--- src/rtl/fp16_addsub_arbiter_if.sv ---
// rtl/fp16_addsub_arbiter_if.sv - requester, adder and response signals of the shared FP16 add/sub arbiter
interface fp16_addsub_arbiter_if #(
  parameter int NUM_REQ = 4,
  parameter int ID_W    = 2
);
  logic [NUM_REQ-1:0]    req_valid;
  logic [NUM_REQ-1:0]    req_ready;
  logic [NUM_REQ-1:0]    req_op;
  logic [16*NUM_REQ-1:0] req_a;
  logic [16*NUM_REQ-1:0] req_b;
  logic                  add_i_valid;
  logic [15:0]           add_i_a;
  logic [15:0]           add_i_b;
  logic [15:0]           add_o_res;
  logic                  add_o_ovf;
  logic                  add_o_vld;
  logic                  rsp_valid;
  logic                  rsp_ready;
  logic [15:0]           rsp_res;
  logic                  rsp_ovf;
  logic [ID_W-1:0]       rsp_id;
  logic                  busy;
  logic                  stray_vld;

  modport master (
    input  req_valid, req_op, req_a, req_b, add_o_res, add_o_ovf, add_o_vld, rsp_ready,
    output req_ready, add_i_valid, add_i_a, add_i_b, rsp_valid, rsp_res, rsp_ovf, rsp_id,
           busy, stray_vld
  );

  modport slave (
    output req_valid, req_op, req_a, req_b, add_o_res, add_o_ovf, add_o_vld, rsp_ready,
    input  req_ready, add_i_valid, add_i_a, add_i_b, rsp_valid, rsp_res, rsp_ovf, rsp_id,
           busy, stray_vld
  );
endinterface

--- src/rtl/fp16_addsub_arbiter.sv ---
// rtl/fp16_addsub_arbiter.sv - round-robin sharing of one registered FP16 adder among NUM_REQ requesters
module fp16_addsub_arbiter #(
  parameter int NUM_REQ = 4,
  parameter int ID_W    = 2
) (
  input  logic                  clk,
  input  logic                  rst,
  fp16_addsub_arbiter_if.master bus
);
  typedef enum logic [1:0] {IDLE, ISSUE, WAIT, RESP} state_t;

  state_t          state;
  logic [ID_W-1:0] rr_ptr;
  logic [ID_W-1:0] grant;
  logic            grant_found;
  logic [ID_W:0]   cand;
  logic [15:0]     sel_a;
  logic [15:0]     sel_b;
  logic            sel_op;
  logic            add_i_valid_r;
  logic [15:0]     op_a;
  logic [15:0]     op_b;
  logic            rsp_valid_r;
  logic [15:0]     rsp_res_r;
  logic            rsp_ovf_r;
  logic [ID_W-1:0] rsp_id_r;
  logic            stray_r;

  // Walk from the farthest offset back to rr_ptr so the nearest pending requester wins.
  always_comb begin
    grant       = '0;
    grant_found = 1'b0;
    cand        = '0;
    for (int k = NUM_REQ - 1; k >= 0; k--) begin
      cand = {1'b0, rr_ptr} + (ID_W+1)'(k);
      if (cand >= (ID_W+1)'(NUM_REQ)) begin
        cand = cand - (ID_W+1)'(NUM_REQ);
      end
      if (bus.req_valid[cand[ID_W-1:0]]) begin
        grant       = cand[ID_W-1:0];
        grant_found = 1'b1;
      end
    end
  end

  assign sel_a  = bus.req_a[{grant, 4'b0000} +: 16];
  assign sel_b  = bus.req_b[{grant, 4'b0000} +: 16];
  assign sel_op = bus.req_op[grant];

  // Gated by rst so every output reads 0 while reset is asserted.
  assign bus.req_ready = (state == IDLE && grant_found && !rst) ? (NUM_REQ'(1) << grant) : '0;

  always_ff @(posedge clk or posedge rst) begin
    if (rst) begin
      state         <= IDLE;
      rr_ptr        <= '0;
      add_i_valid_r <= 1'b0;
      op_a          <= '0;
      op_b          <= '0;
      rsp_valid_r   <= 1'b0;
      rsp_res_r     <= '0;
      rsp_ovf_r     <= 1'b0;
      rsp_id_r      <= '0;
      stray_r       <= 1'b0;
    end else begin
      case (state)
        IDLE: begin
          if (grant_found) begin
            op_a          <= sel_a;
            op_b          <= {sel_b[15] ^ sel_op, sel_b[14:0]};
            rsp_id_r      <= grant;
            rr_ptr        <= (grant == ID_W'(NUM_REQ - 1)) ? '0 : grant + 1'b1;
            add_i_valid_r <= 1'b1;
            state         <= ISSUE;
          end
        end
        ISSUE: begin
          add_i_valid_r <= 1'b0;
          state         <= WAIT;
        end
        WAIT: begin
          if (bus.add_o_vld) begin
            rsp_res_r   <= bus.add_o_res;
            rsp_ovf_r   <= bus.add_o_ovf;
            rsp_valid_r <= 1'b1;
            state       <= RESP;
          end
        end
        RESP: begin
          if (bus.rsp_ready) begin
            rsp_valid_r <= 1'b0;
            state       <= IDLE;
          end
        end
        default: state <= IDLE;
      endcase
      if (bus.add_o_vld && state != WAIT) begin
        stray_r <= 1'b1;
      end
    end
  end

  assign bus.add_i_valid = add_i_valid_r;
  assign bus.add_i_a     = op_a;
  assign bus.add_i_b     = op_b;
  assign bus.rsp_valid   = rsp_valid_r;
  assign bus.rsp_res     = rsp_res_r;
  assign bus.rsp_ovf     = rsp_ovf_r;
  assign bus.rsp_id      = rsp_id_r;
  assign bus.busy        = (state != IDLE);
  assign bus.stray_vld   = stray_r;
endmodule

--- src/flat_wrapper.sv ---
// flat-port wrapper written by rule: the top's interface ports become plain ports
module fp16_addsub_arbiter_flat 
#(
  parameter int NUM_REQ = 4,
  parameter int ID_W    = 2
)
  (clk, rst, bus_req_valid, bus_req_op, bus_req_a, bus_req_b, bus_add_o_res, bus_add_o_ovf, bus_add_o_vld, bus_rsp_ready, bus_req_ready, bus_add_i_valid, bus_add_i_a, bus_add_i_b, bus_rsp_valid, bus_rsp_res, bus_rsp_ovf, bus_rsp_id, bus_busy, bus_stray_vld);
  fp16_addsub_arbiter_if #(.NUM_REQ(NUM_REQ), .ID_W(ID_W)) bus_i ();
  input  logic clk;
  input  logic rst;
  input wire logic [$bits(bus_i.req_valid)-1:0] bus_req_valid;
  input wire logic [$bits(bus_i.req_op)-1:0] bus_req_op;
  input wire logic [$bits(bus_i.req_a)-1:0] bus_req_a;
  input wire logic [$bits(bus_i.req_b)-1:0] bus_req_b;
  input wire logic [$bits(bus_i.add_o_res)-1:0] bus_add_o_res;
  input wire logic [$bits(bus_i.add_o_ovf)-1:0] bus_add_o_ovf;
  input wire logic [$bits(bus_i.add_o_vld)-1:0] bus_add_o_vld;
  input wire logic [$bits(bus_i.rsp_ready)-1:0] bus_rsp_ready;
  output wire logic [$bits(bus_i.req_ready)-1:0] bus_req_ready;
  output wire logic [$bits(bus_i.add_i_valid)-1:0] bus_add_i_valid;
  output wire logic [$bits(bus_i.add_i_a)-1:0] bus_add_i_a;
  output wire logic [$bits(bus_i.add_i_b)-1:0] bus_add_i_b;
  output wire logic [$bits(bus_i.rsp_valid)-1:0] bus_rsp_valid;
  output wire logic [$bits(bus_i.rsp_res)-1:0] bus_rsp_res;
  output wire logic [$bits(bus_i.rsp_ovf)-1:0] bus_rsp_ovf;
  output wire logic [$bits(bus_i.rsp_id)-1:0] bus_rsp_id;
  output wire logic [$bits(bus_i.busy)-1:0] bus_busy;
  output wire logic [$bits(bus_i.stray_vld)-1:0] bus_stray_vld;
  assign bus_i.req_valid = bus_req_valid;
  assign bus_i.req_op = bus_req_op;
  assign bus_i.req_a = bus_req_a;
  assign bus_i.req_b = bus_req_b;
  assign bus_i.add_o_res = bus_add_o_res;
  assign bus_i.add_o_ovf = bus_add_o_ovf;
  assign bus_i.add_o_vld = bus_add_o_vld;
  assign bus_i.rsp_ready = bus_rsp_ready;
  assign bus_req_ready = bus_i.req_ready;
  assign bus_add_i_valid = bus_i.add_i_valid;
  assign bus_add_i_a = bus_i.add_i_a;
  assign bus_add_i_b = bus_i.add_i_b;
  assign bus_rsp_valid = bus_i.rsp_valid;
  assign bus_rsp_res = bus_i.rsp_res;
  assign bus_rsp_ovf = bus_i.rsp_ovf;
  assign bus_rsp_id = bus_i.rsp_id;
  assign bus_busy = bus_i.busy;
  assign bus_stray_vld = bus_i.stray_vld;
  fp16_addsub_arbiter #(.NUM_REQ(NUM_REQ), .ID_W(ID_W)) u_core (.clk(clk), .rst(rst), .bus(bus_i));
endmodule
--- config.mk ---
export PLATFORM = sky130hd
export DESIGN_NAME = fp16_addsub_arbiter_flat
export DESIGN_NICKNAME = d
export VERILOG_FILES = /design/src/rtl/fp16_addsub_arbiter_if.sv /design/src/rtl/fp16_addsub_arbiter.sv /design/src/flat_wrapper.sv
export SDC_FILE = /design/constraint.sdc
export NUM_CORES = 1
export LEC_CHECK = 0
export ABC_AREA = 0
export CAP_MARGIN = 0
export CORE_MARGIN = 5
export CORE_UTILIZATION = 38
export DETAILED_ROUTE_END_ITERATION = 10
export HOLD_SLACK_MARGIN = 0.12
export PLACE_DENSITY_LB_ADDON = 0.12
export RECOVER_POWER = 100
export SETUP_SLACK_MARGIN = 0.05
export SLEW_MARGIN = 20
export SYNTH_ARGS = -nofsm -noshare
export SYNTH_HDL_FRONTEND = slang
export SYNTH_SLANG_ARGS = --single-unit
export TNS_END_PERCENT = 50
--- constraint.sdc ---
create_clock -name clk -period 2.3 [get_ports clk]
set_clock_uncertainty 0.1 [all_clocks]
set_input_delay 0.23 -clock clk [delete_from_list [all_inputs] [get_ports clk]]
set_output_delay 0.23 -clock clk [all_outputs]
set_load 0.1 [all_outputs]
==> impl_metrics.env <==
export IMPL_status="finished, final reports clean"
export IMPL_drt_initial_drc_count=62
export IMPL_dieArea_mm2=0.0112
export IMPL_avgSynthCellArea_um2=10.7
export IMPL_synthCells=325
export IMPL_yosysMostFrequentCell="dfrtp_1"
export IMPL_power_switching_uw=5950
export IMPL_ctsHoldBuffers=0
export IMPL_grt_pass1_wl_um=19700
export IMPL_grt_overflow=0
export IMPL_clock_power_share=0.120
export IMPL_power_uw=9960
export IMPL_antenna_found_initial=1
export IMPL_worst_pin_slew_ns=1.23
export IMPL_place_ws_ns=-0.0928
export IMPL_synth_ff_type="dfrtp_1"
export IMPL_io_buffers=215
export IMPL_wl_per_cell_um=18.5
export IMPL_finalHoldViolCount=0
export IMPL_tns_ns=0
export IMPL_synthTopCellsByArea="dfrtp_1 (42%), a211oi_2 (9.7%), mux2i_1 (8.9%)"
export IMPL_finalSetupViolations=0
export IMPL_vias=3494
export IMPL_grt_setup_unrepaired="yes"
export IMPL_p_per_area_mw_per_mm2=1650
export IMPL_yosysTopAreaCell="dfrtp_1"
export IMPL_post_synth_num_cell_types=33
export IMPL_p_leak_uw=0.00248
export IMPL_clk_latency_ns=0.34
export IMPL_hpwl_um=9300
export IMPL_vias_per_cell=5.16
export IMPL_drive_gt1_frac=0.216
export IMPL_cp_start_kind="flip-flop"
export IMPL_synth_area_mm2=0.00349
export IMPL_hp_class="reg -> reg"
export IMPL_track_usage=0.224
export IMPL_yosys_warnings=0
export IMPL_nets=726
export IMPL_yosysTopAreaCellShare=0.416
export IMPL_numCtsBuffers=9
export IMPL_setup_ws_ns=0.0292
export IMPL_utilization=0.662
export IMPL_synth_edf_count=0
export IMPL_ios=216
export IMPL_comb_power_share=0.698
export IMPL_wl_um=12500
export IMPL_fin_crit_ns=2.27
export IMPL_fp_row_count=35
export IMPL_core_mm2=0.00911
export IMPL_clock_sinks=58
export IMPL_start_util=0.383
export IMPL_grt_max_degree=59
export IMPL_crit_required_ns=1.97
export IMPL_drv_slew=0
export IMPL_final_antenna_net_count=0
export IMPL_syn_nets=491
export IMPL_switching_share=0.597
export IMPL_drcViolationCount=0
export IMPL_fillers=783
export IMPL_fin_crit_sh=0.987
export IMPL_first_global_vias=3730
export IMPL_fmax_ghz=0.440
export IMPL_slew_headroom=0.183
export IMPL_crit_arrival_ns=1.94
export IMPL_path_max_fanout=5
export IMPL_clk_path_buf_depth=2
export IMPL_cts_tree="yes"
export IMPL_die_width_um=106
export IMPL_pwr_share_seq=0.181
export IMPL_peakVddDrop_v=0.000994
export IMPL_synth_seq_area_share=0.416
export IMPL_ys_ff_latch=58
export IMPL_seq_area_mm2=0.00145
export IMPL_async_reset_ff_frac=1.00
export IMPL_worstSetupPathType="reg -> out"
export IMPL_root_buffer="clkbuf_8"
export IMPL_p_int_uw=4020
export IMPL_place_congestion=0.781
export IMPL_holdWs_ns=0.357
export IMPL_drt_first_pass_iters=4
export IMPL_maxCapViolations=0
export IMPL_synth_common_cells="dfrtp_1 (58), a211oi_1 (36), and3_1 (35), nor2_1 (34), mux2i_1 (31)"
export IMPL_syn_to_final_growth_pct=73.0
export IMPL_cp_end_kind="primary output"
export IMPL_die_h_um=106
export IMPL_multi_input_area_mm2=0.00196
export IMPL_htree_levels=3
export IMPL_clkTransAtPathRegs_ns=0.07
## registers in the layout, indices dropped and copies added (netlist names)
name and cells:
u_core.bus.add_i_a 16, u_core.bus.add_i_b 16, u_core.bus.add_i_valid 1, u_core.bus.rsp_id 2, u_core.bus.rsp_ovf 1, u_core.bus.rsp_res 16
u_core.bus.rsp_valid 1, u_core.bus.stray_vld 1, u_core.rr_ptr 2, u_core.state 2
## final cells by class
cell class                 count  area share
inverter                      10     0.00913
sequential                    58       0.241
antenna                        1    0.000415
clock buffer                  10      0.0228
timing repair buffer         248       0.360
clock inverter                 6      0.0189
multi-input combinational    233       0.324
tap                          111      0.0230
## power by group through the flow
stage               logic [uW]  clock network, uW  registers, uW
finish                    6960               1200           1810
global route              7290               1260           1870
CTS                       7410               1220           1820
detailed placement        7290                  0           1830
global placement          7190                  0           1820
floorplan                 2170                  0           5120
## worst max-delay path, cell delays in order, from the launching register on
cell	delay (ns)
dfrtp_2	0.45
mux2_4	0.31
nand2_2	0.06
and2_4	0.24
inv_12	0.05
ha_4	0.15
and3_4	0.18
buf_12	0.16
## stage by stage
step                      instance area [um2]  instances
after floorplan                          3560        325
after global routing                     6030        677
after detailed placement                 5870        652
after CTS                                6220        674
after global placement                   5870        652
final                                    6030        677
## cell usage in the layout (no fill, tap or decap), types with 3 or more instances in the layout
cell type,count
nand2_1,14
o21ai_0,7
and3_1,31
a21oi_1,3
and3_4,4
buf_4,27
clkbuf_8,10
bufinv_16,3
clkdlybuf4s50_1,153
clkbuf_1,54
ha_1,4
mux2i_1,31
mux2_2,17
a211oi_1,36
buf_12,10
a211oi_2,27
clkinvlp_4,3
inv_1,5
nor2_1,32
ha_4,5
dfrtp_1,57
## metal layers
metal  share of wire  global-route usage
met5               0                   0
met4           0.028              0.0777
met3           0.056              0.0625
met2            0.52               0.398
met1            0.40               0.258
## cells by family after synthesis
logic type,synth area share
flops,0.416
simple gates,0.123
fa+ha+maj,0.0323
mux,0.147
compound gates,0.212
buf+inv,0.0589
xor+xnor,0.0101
## worst paths after layout
check	slack (ns)	startpoint	cells after the start	end
worst max-delay path	0.03	u_core.rr_ptr[1]	7	bus_req_ready[2]
worst min-delay path	0.36	u_core.bus.stray_vld	1	u_core.bus.stray_vld
worst max register to register	0.20	u_core.rr_ptr[1]	8	u_core.bus.add_i_a[10]
worst min register to register	0.36	u_core.bus.stray_vld	1	u_core.bus.stray_vld
max in group asynchronous	0.95	rst	3	u_core.bus.rsp_res[8]
min in group asynchronous	0.61	rst	3	u_core.rr_ptr[0]
## repair_timing
action,CTS,global route
resized for setup,14,3
endpoints found under the setup margin,4,4
pin swaps,7,4
buffers inserted,6,3
Note: power is estimated with default switching activity, not from simulation.
